**config.mk**
```make
export PLATFORM = sky130hd
export DESIGN_NAME = lif_scheduler
export DESIGN_NICKNAME = d
export VERILOG_FILES = /design/src/rtl/lif_scheduler.sv
export SDC_FILE = /design/constraint.sdc
export NUM_CORES = 1
export LEC_CHECK = 0
export ABC_CLOCK_PERIOD_IN_PS = 4900
export CORE_ASPECT_RATIO = 1.4
export CORE_MARGIN = 2
export CORE_UTILIZATION = 25
export CTS_CLUSTER_DIAMETER = 150
export DETAILED_ROUTE_END_ITERATION = 7
export HOLD_SLACK_MARGIN = 0.15
export RECOVER_POWER = 50
export SETUP_SLACK_MARGIN = 0.3
export SYNTH_ARGS = -nofsm -noshare
export SYNTH_HDL_FRONTEND = slang
export SYNTH_SLANG_ARGS = --single-unit
export TNS_END_PERCENT = 20
```
**constraint.sdc**
```tcl
create_clock -name clk -period 4.9 [get_ports clk]
set_input_delay 1.47 -clock clk [delete_from_list [all_inputs] [get_ports clk]]
set_output_delay 1.47 -clock clk [all_outputs]
set_load 0.03 [all_outputs]
```
**src/rtl/lif_scheduler.sv**
```systemverilog
// rtl/lif_scheduler.sv - time-multiplexed leaky integrate-and-fire neuron scheduler
module lif_scheduler #(
   parameter int N         = 4,
   parameter int V_SIZE    = 3,
   parameter int THRESHOLD = 8,
   parameter int LEAK      = 1,
   parameter int W         = 3,
   localparam int IW       = (N > 1) ? $clog2(N) : 1
) (
   input  logic              clk,
   input  logic              reset,
   input  logic              start,
   input  logic              clear,
   input  logic [N-1:0]      in_spikes,
   output logic              busy,
   output logic              done,
   output logic [N-1:0]      spike_out,
   input  logic [IW-1:0]     rd_idx,
   output logic [V_SIZE:0]   rd_volt
);

   localparam int EW    = V_SIZE + 2;
   localparam int DEPTH = 1 << IW;

   localparam logic [EW-1:0]     W_L    = EW'(W);
   localparam logic [EW-1:0]     LEAK_L = EW'(LEAK);
   localparam logic [EW-1:0]     THR_L  = EW'(THRESHOLD);
   localparam logic [V_SIZE:0]   VMAX   = '1;
   localparam logic [EW-1:0]     VMAX_E = {1'b0, VMAX};
   localparam logic [IW-1:0]     LAST   = IW'(N - 1);

   typedef enum logic [1:0] {
      S_IDLE   = 2'd0,
      S_UPDATE = 2'd1,
      S_DONE   = 2'd2
   } state_t;

   state_t state, state_nxt;

   // Depth is rounded up to a power of two so rd_idx never reads outside the
   // array; entries at N and above are never written and stay zero.
   logic [V_SIZE:0] volt [DEPTH];
   logic [N-1:0]    in_lat;
   logic [N-1:0]    spike_acc;
   logic [IW-1:0]   idx;

   logic [EW-1:0]   in_val;
   logic [EW-1:0]   sum;
   logic [EW-1:0]   diff;
   logic [V_SIZE:0] result;
   logic            fire;
   logic [V_SIZE:0] volt_new;
   logic [N-1:0]    spike_nxt;
   logic            last;

   // ---------------- state register ----------------
   always_ff @(posedge clk or negedge reset) begin
      if (!reset) begin
         state <= S_IDLE;
      end else begin
         state <= state_nxt;
      end
   end

   // ---------------- next-state logic ----------------
   always_comb begin
      state_nxt = state;
      case (state)
         S_IDLE: begin
            if (!clear && start) begin
               state_nxt = S_UPDATE;
            end
         end
         S_UPDATE: begin
            if (last) begin
               state_nxt = S_DONE;
            end
         end
         S_DONE:  state_nxt = S_IDLE;
         default: state_nxt = S_IDLE;
      endcase
   end

   // ---------------- FSM outputs ----------------
   always_comb begin
      busy = 1'b0;
      done = 1'b0;
      case (state)
         S_UPDATE: busy = 1'b1;
         S_DONE:   done = 1'b1;
         default: begin
            busy = 1'b0;
            done = 1'b0;
         end
      endcase
   end

   // ---------------- LIF update datapath ----------------
   assign last = (idx == LAST);

   always_comb begin
      in_val = in_lat[idx] ? W_L : '0;
      sum    = {1'b0, volt[idx]} + in_val;
      diff   = sum - LEAK_L;
      result = '0;
      // A weight with its top bit set would overflow the sum; treat as saturation.
      if (in_val[EW-1]) begin
         result = VMAX;
      end else if (sum > LEAK_L) begin
         result = (diff > VMAX_E) ? VMAX : diff[V_SIZE:0];
      end
      fire     = ({1'b0, result} >= THR_L);
      volt_new = fire ? '0 : result;
   end

   always_comb begin
      spike_nxt      = spike_acc;
      spike_nxt[idx] = fire;
   end

   always_ff @(posedge clk or negedge reset) begin
      if (!reset) begin
         for (int i = 0; i < DEPTH; i++) begin
            volt[i] <= '0;
         end
         in_lat    <= '0;
         spike_acc <= '0;
         spike_out <= '0;
         idx       <= '0;
      end else begin
         case (state)
            S_IDLE: begin
               if (clear) begin
                  for (int i = 0; i < DEPTH; i++) begin
                     volt[i] <= '0;
                  end
               end else if (start) begin
                  in_lat    <= in_spikes;
                  idx       <= '0;
                  spike_acc <= '0;
               end
            end
            S_UPDATE: begin
               volt[idx] <= volt_new;
               spike_acc <= spike_nxt;
               idx       <= idx + 1'b1;
               if (last) begin
                  spike_out <= spike_nxt;
               end
            end
            default: begin
            end
         endcase
      end
   end

   assign rd_volt = volt[rd_idx];

endmodule

```
Word-level counts from Yosys, hierarchy flattened

Index checks and enable logic that the tools add are counted.

Register bits: 32
Logic and storage cells: 74
Output and inout bits: 10

Equal/unequal tests: 8
Bitwise logic cells: 3
Reduce and logical (&&, ||, !) cells: 11
Add/subtract/negate cells: 3
$lt $le $gt $ge: 8
Multiplexer cells: 32

Operators by type and width:

| kind                                                                             | count |
|---|---|
| 4-bit 2-to-1 mux                                                                 | 11 |
| 16-bit one-hot mux with 2 select lines                                           | 1 |
| 4-bit binary-select mux with 2-bit select                                        | 2 |
| 16-bit bitwise mux                                                               | 1 |
| 16-bit 2-to-1 mux                                                                | 1 |
| 2-bit 2-to-1 mux                                                                 | 5 |
| 2-bit != test (second input constant)                                            | 5 |
| 4-bit demux with 2-bit select                                                    | 1 |
| 2-bit one-hot mux with 2 select lines                                            | 2 |
| 4-bit one-hot mux with 2 select lines                                            | 1 |
| 3-bit >= comparator (second input constant)                                      | 2 |
| 2-bit NOT with 3-bit output                                                      | 2 |
| 2-bit AND reduction                                                              | 3 |
| 3-bit AND reduction                                                              | 2 |
| 4-bit by 2-bit adder with 5-bit output                                           | 1 |
| 5-bit by 1-bit greater-than comparator with 1-bit output (second input constant) | 1 |
| 5-bit by 4-bit greater-than comparator with 1-bit output (second input constant) | 1 |
| 5-bit by 1-bit subtractor with 5-bit output (second input constant)              | 1 |
| 4-bit bitwise mux                                                                | 1 |
| 2-bit equality test (second input constant)                                      | 2 |
| 4-bit >= comparator (second input constant)                                      | 1 |
| 1-bit 2-to-1 mux                                                                 | 4 |
| 1-bit logical AND                                                                | 3 |
| 2-bit by 3-bit < comparator with 1-bit output (second input constant)            | 1 |
| 10 further kinds                                                                 | 10 |

Longest topological paths before layout

Depth in word-level cells: 14
Mapped depth: 11
Gate-level depth less buffers: 9

Least setup slack after synthesis

OpenSTA, ideal clock, no wires.

Kind: input -> output
Start: input port rd_idx[0]
End: output port rd_volt[0]
Slack: 1,378 ps
Arrival time: 2,052 ps
Stages on the path: 1
Buffers on the path: 0
Required time: 3,430 ps
Path through: mux4_2

Longest elaborated chain between the ends: 4

RTL lines:

| what                                                 | RTL line | RTL |
|---|---|---|
| from (decl)                                          | 18       | `input logic [IW-1:0] rd_idx,` |
| 2-bit NOT with 3-bit output (implied by the code)    | 157      | `assign rd_volt = volt[rd_idx];` |
| 4-bit binary-select mux with 2-bit select            | 157      |  |
| 4-bit 2-to-1 mux (implied by the code) (2 in series) | 157      |  |
| to (decl)                                            | 19       | `output logic [V_SIZE:0] rd_volt` |

Every way passes these cells. The select of a mux whose other input is x is not followed.

Worst setup path after layout

Start: input port rd_idx[1]
End: output port rd_volt[2]

Same word-level chain as after synthesis.

==> flow_summary.ini <==
[die]
die_height_um = 106
die_x_um = 76.6
floorplan.initialDensity = 0.254
dieArea_sq_um = 8080
core_area_sq_um = 7270
io-pin-count = 20
placement_row_count = 37

[grt]
grt_antenna_before_repair = 0
global_route.usage.total = 0.114
grt_max_degree = 32
grt_remaining_overflow = 0
grt_pass1_vias = 1459
grt_first_pass_wirelength_um = 7190

[place]
port_buffers = 19
number_of_placed_cells_counting_well_taps = 273
post-dp-hpwl_um = 3150
gpl.final_weighted_congestion = 0.755

[setup_path]
critPathMostFrequentCell = sky130_fd_sc_hd__clkdlybuf4s50_1
path_class = primary input to output pin
timing.critical_path.to_type = output pin
worstPathRequired_ns = 3.43
critical-path-max-stage-delay_ns = 0.61
critical_path.max_fanout = 4
worstSetupStartpointType = primary input
worst_path_max_delay_cell = sky130_fd_sc_hd__clkdlybuf4s50_1
critical_path_arrival_ns = 2.99
crit_path_cell_trace = clkdlybuf4s50_1 > mux4_2 > clkdlybuf4s50_1

[routing]
dr.first_iter.drc_count = 72
drc_errors = 0
vias = 1368
final_antenna_net_count = 0
detailedRoute.firstPassIterationCount = 4
totalWireLength_um = 4150
routed_via_density = 4.89
detail_route.wl_per_cell_um = 14.8

[synthesis]
synth_most_common_cell = sky130_fd_sc_hd__dfrtp_1
netlist_instances = 163
synth-seq-cells = 31
yosys-top-cells-area = sky130_fd_sc_hd__dfrtp_1 42%, sky130_fd_sc_hd__o41ai_1 7.1%, sky130_fd_sc_hd__ha_1 6.1%, sky130_fd_sc_hd__mux4_2 6.1%, sky130_fd_sc_hd__mux4_1 5.7%
yosysTopAreaCellShare = 0.421
synth.cell_area_sq_um = 1840
synth.net_count = 183
yosys_warnings = 0
synth_sequential_area_ratio = 0.421
synth.top_cells.by_count = 31 x sky130_fd_sc_hd__dfrtp_1, 23 x sky130_fd_sc_hd__nand2_1, 15 x sky130_fd_sc_hd__o41ai_1
netlist-cell-type-count = 33
async_set_or_reset_flop_fraction_in_the_synthesized_netlist = 1.00
yosysTopAreaCell = sky130_fd_sc_hd__dfrtp_1
synth-edff-count = 0
synthesis.area_per_instance_sq_um = 11.3
ys.flop_type = sky130_fd_sc_hd__dfrtp_1

[hold_path]
hold_path.class = flip-flop to flip-flop

[run]
max_cap_viol_count = 1

[layout]
final_cell_count_no_fill = 280
num_antenna_cells = 0
area.growth.synth_to_final_pct = 19.5
post_route_cells_drive_above_1_share = 0.120
nNetsFinal = 203

[cts]
cts-htree-levels = 2
tritoncts = yes
holdBufCountCts = 0
numClockSinks = 31
ctsLongestPathBuffers = 2
cts_inserted_buffers = 5
cts-root-buf = sky130_fd_sc_hd__clkbuf_8
clock_latency_at_the_later_pin_of_the_worst_skew_pair_ns = 0.28
clkSlewWorstSetupHoldPaths_ns = 0.06

[timing]
finalCritPeriodShare = 0.911
post-route-min-period_ns = 4.46
final_max_slew_viol_count = 32
hold_violations = 0
rsz0062_at_grt = no
setup_skew_after_layout_ns = 0.00443
final.hold.worst_slack_ns = 0.482
tightestPinTransition_ns = 1.70
max_clock_freq_ghz = 0.224
setup_viol = 0
worst_slew_slack_as_a_fraction_of_its_limit = -0.132
tns_ns = 0

[outcome]
failed_checks = capacitance limit, slew limit
outcome = complete, but fails checks
-- kinds of logic after synthesis --
kind of cell    after synthesis  share of synthesized area
simple gates                 45                      0.119
mux                          16                      0.162
fa+ha+maj                    10                     0.0720
compound gates               40                      0.166
xor+xnor                      2                    0.00951
flops                        31                      0.421
buf+inv                      19                     0.0509
-- layout make-up --
cell class / count / area [sq um]
multi-input cells: 113 / 973
inverters: 11 / 41.3
repair buffers: 21 / 203
well taps: 97 / 121
clock buffers: 6 / 82.6
flip-flops and latches: 31 / 776
clock inverters: 1 / 5.00
fillers: 775 / 5070
-- registers in the layout, indices dropped and copies added, names as in the netlist --
register   cells
idx            2
in_lat         4
spike_acc      3
spike_out      4
state          2
volt          16
-- final timing paths --
path / startpoint / endpoint / slack [ns] / depth (start not counted)
min in group asynchronous: reset / spike_out[1]$_DFFE_PN0P_ / 2.17 / 2
worst min register to register: spike_out[3]$_DFFE_PN0P_ / spike_out[3]$_DFFE_PN0P_ / 0.48 / 2
max in group asynchronous: reset / idx[1]$_DFFE_PN0P_ / 1.74 / 2
worst max register to register: idx[0]$_DFFE_PN0P_ / volt[6]$_DFFE_PN0P_ / 1.32 / 9
worst max-delay path: rd_idx[1] / rd_volt[2] / 0.44 / 3
worst min-delay path: spike_out[3]$_DFFE_PN0P_ / spike_out[3]$_DFFE_PN0P_ / 0.48 / 2
-- layer usage --
metal  GRT usage  share of wire  vias to the layer above  wire length, um
li1            -              -                      644                -
met1       0.126           0.40                      700             1650
met2       0.207           0.56                       18             2310
met3      0.0265          0.027                        6              114
met4      0.0468          0.018                        0               76
met5           0              0                        -                0
-- through the flow --
step	util	area, sq um	worst slack [ns]
after floorplan	-	1840	1.38
after global placement	0.291	2120	0.140
after detailed placement	0.291	2120	0.132
after CTS	0.303	2200	0.139
after global routing	0.303	2200	0.371
final	0.303	2200	0.437
-- placed cells by master (no fill, tap or decap), drive strengths merged, types with 2 or more instances in the layout --
cell type | Yosys | routed
mux4 | 9 | 9
nand3 | 2 | 2
a21oi | 5 | 5
ha | 9 | 9
o21ai | 5 | 5
clkbuf | 5 | 7
nor2 | 4 | 4
a21o | 5 | 5
dfrtp | 31 | 31
nor2b | 3 | 3
dlygate4sd3 | 0 | 2
and3 | 3 | 3
clkdlybuf4s50 | 0 | 15
nand2 | 23 | 23
o31ai | 3 | 3
o41ai | 15 | 15
nand2b | 3 | 3
mux2i | 2 | 2
and2 | 4 | 4
mux2 | 5 | 5
xnor2 | 2 | 2
inv | 11 | 11
o211ai | 2 | 2
-- critical path: cells and delay by family --
| kind | cells | cell delay (ns) |
|---|---|---|
| buffers and inverters | 2 | 1.20 |
| muxes | 1 | 0.32 |
-- what timing repair did --
item | CTS | global route
setup endpoints to repair | 4 | 3
resized for setup | 1 | 1
cloned | 0 | 0
endpoints found under the hold margin | 0 | 0
setup buffers | 0 | 0
pin swaps | 0 | 0
Power is left out: the tool's default activity adds up to more than one toggle a clock period on the data nets, which glitch-free logic cannot reach.
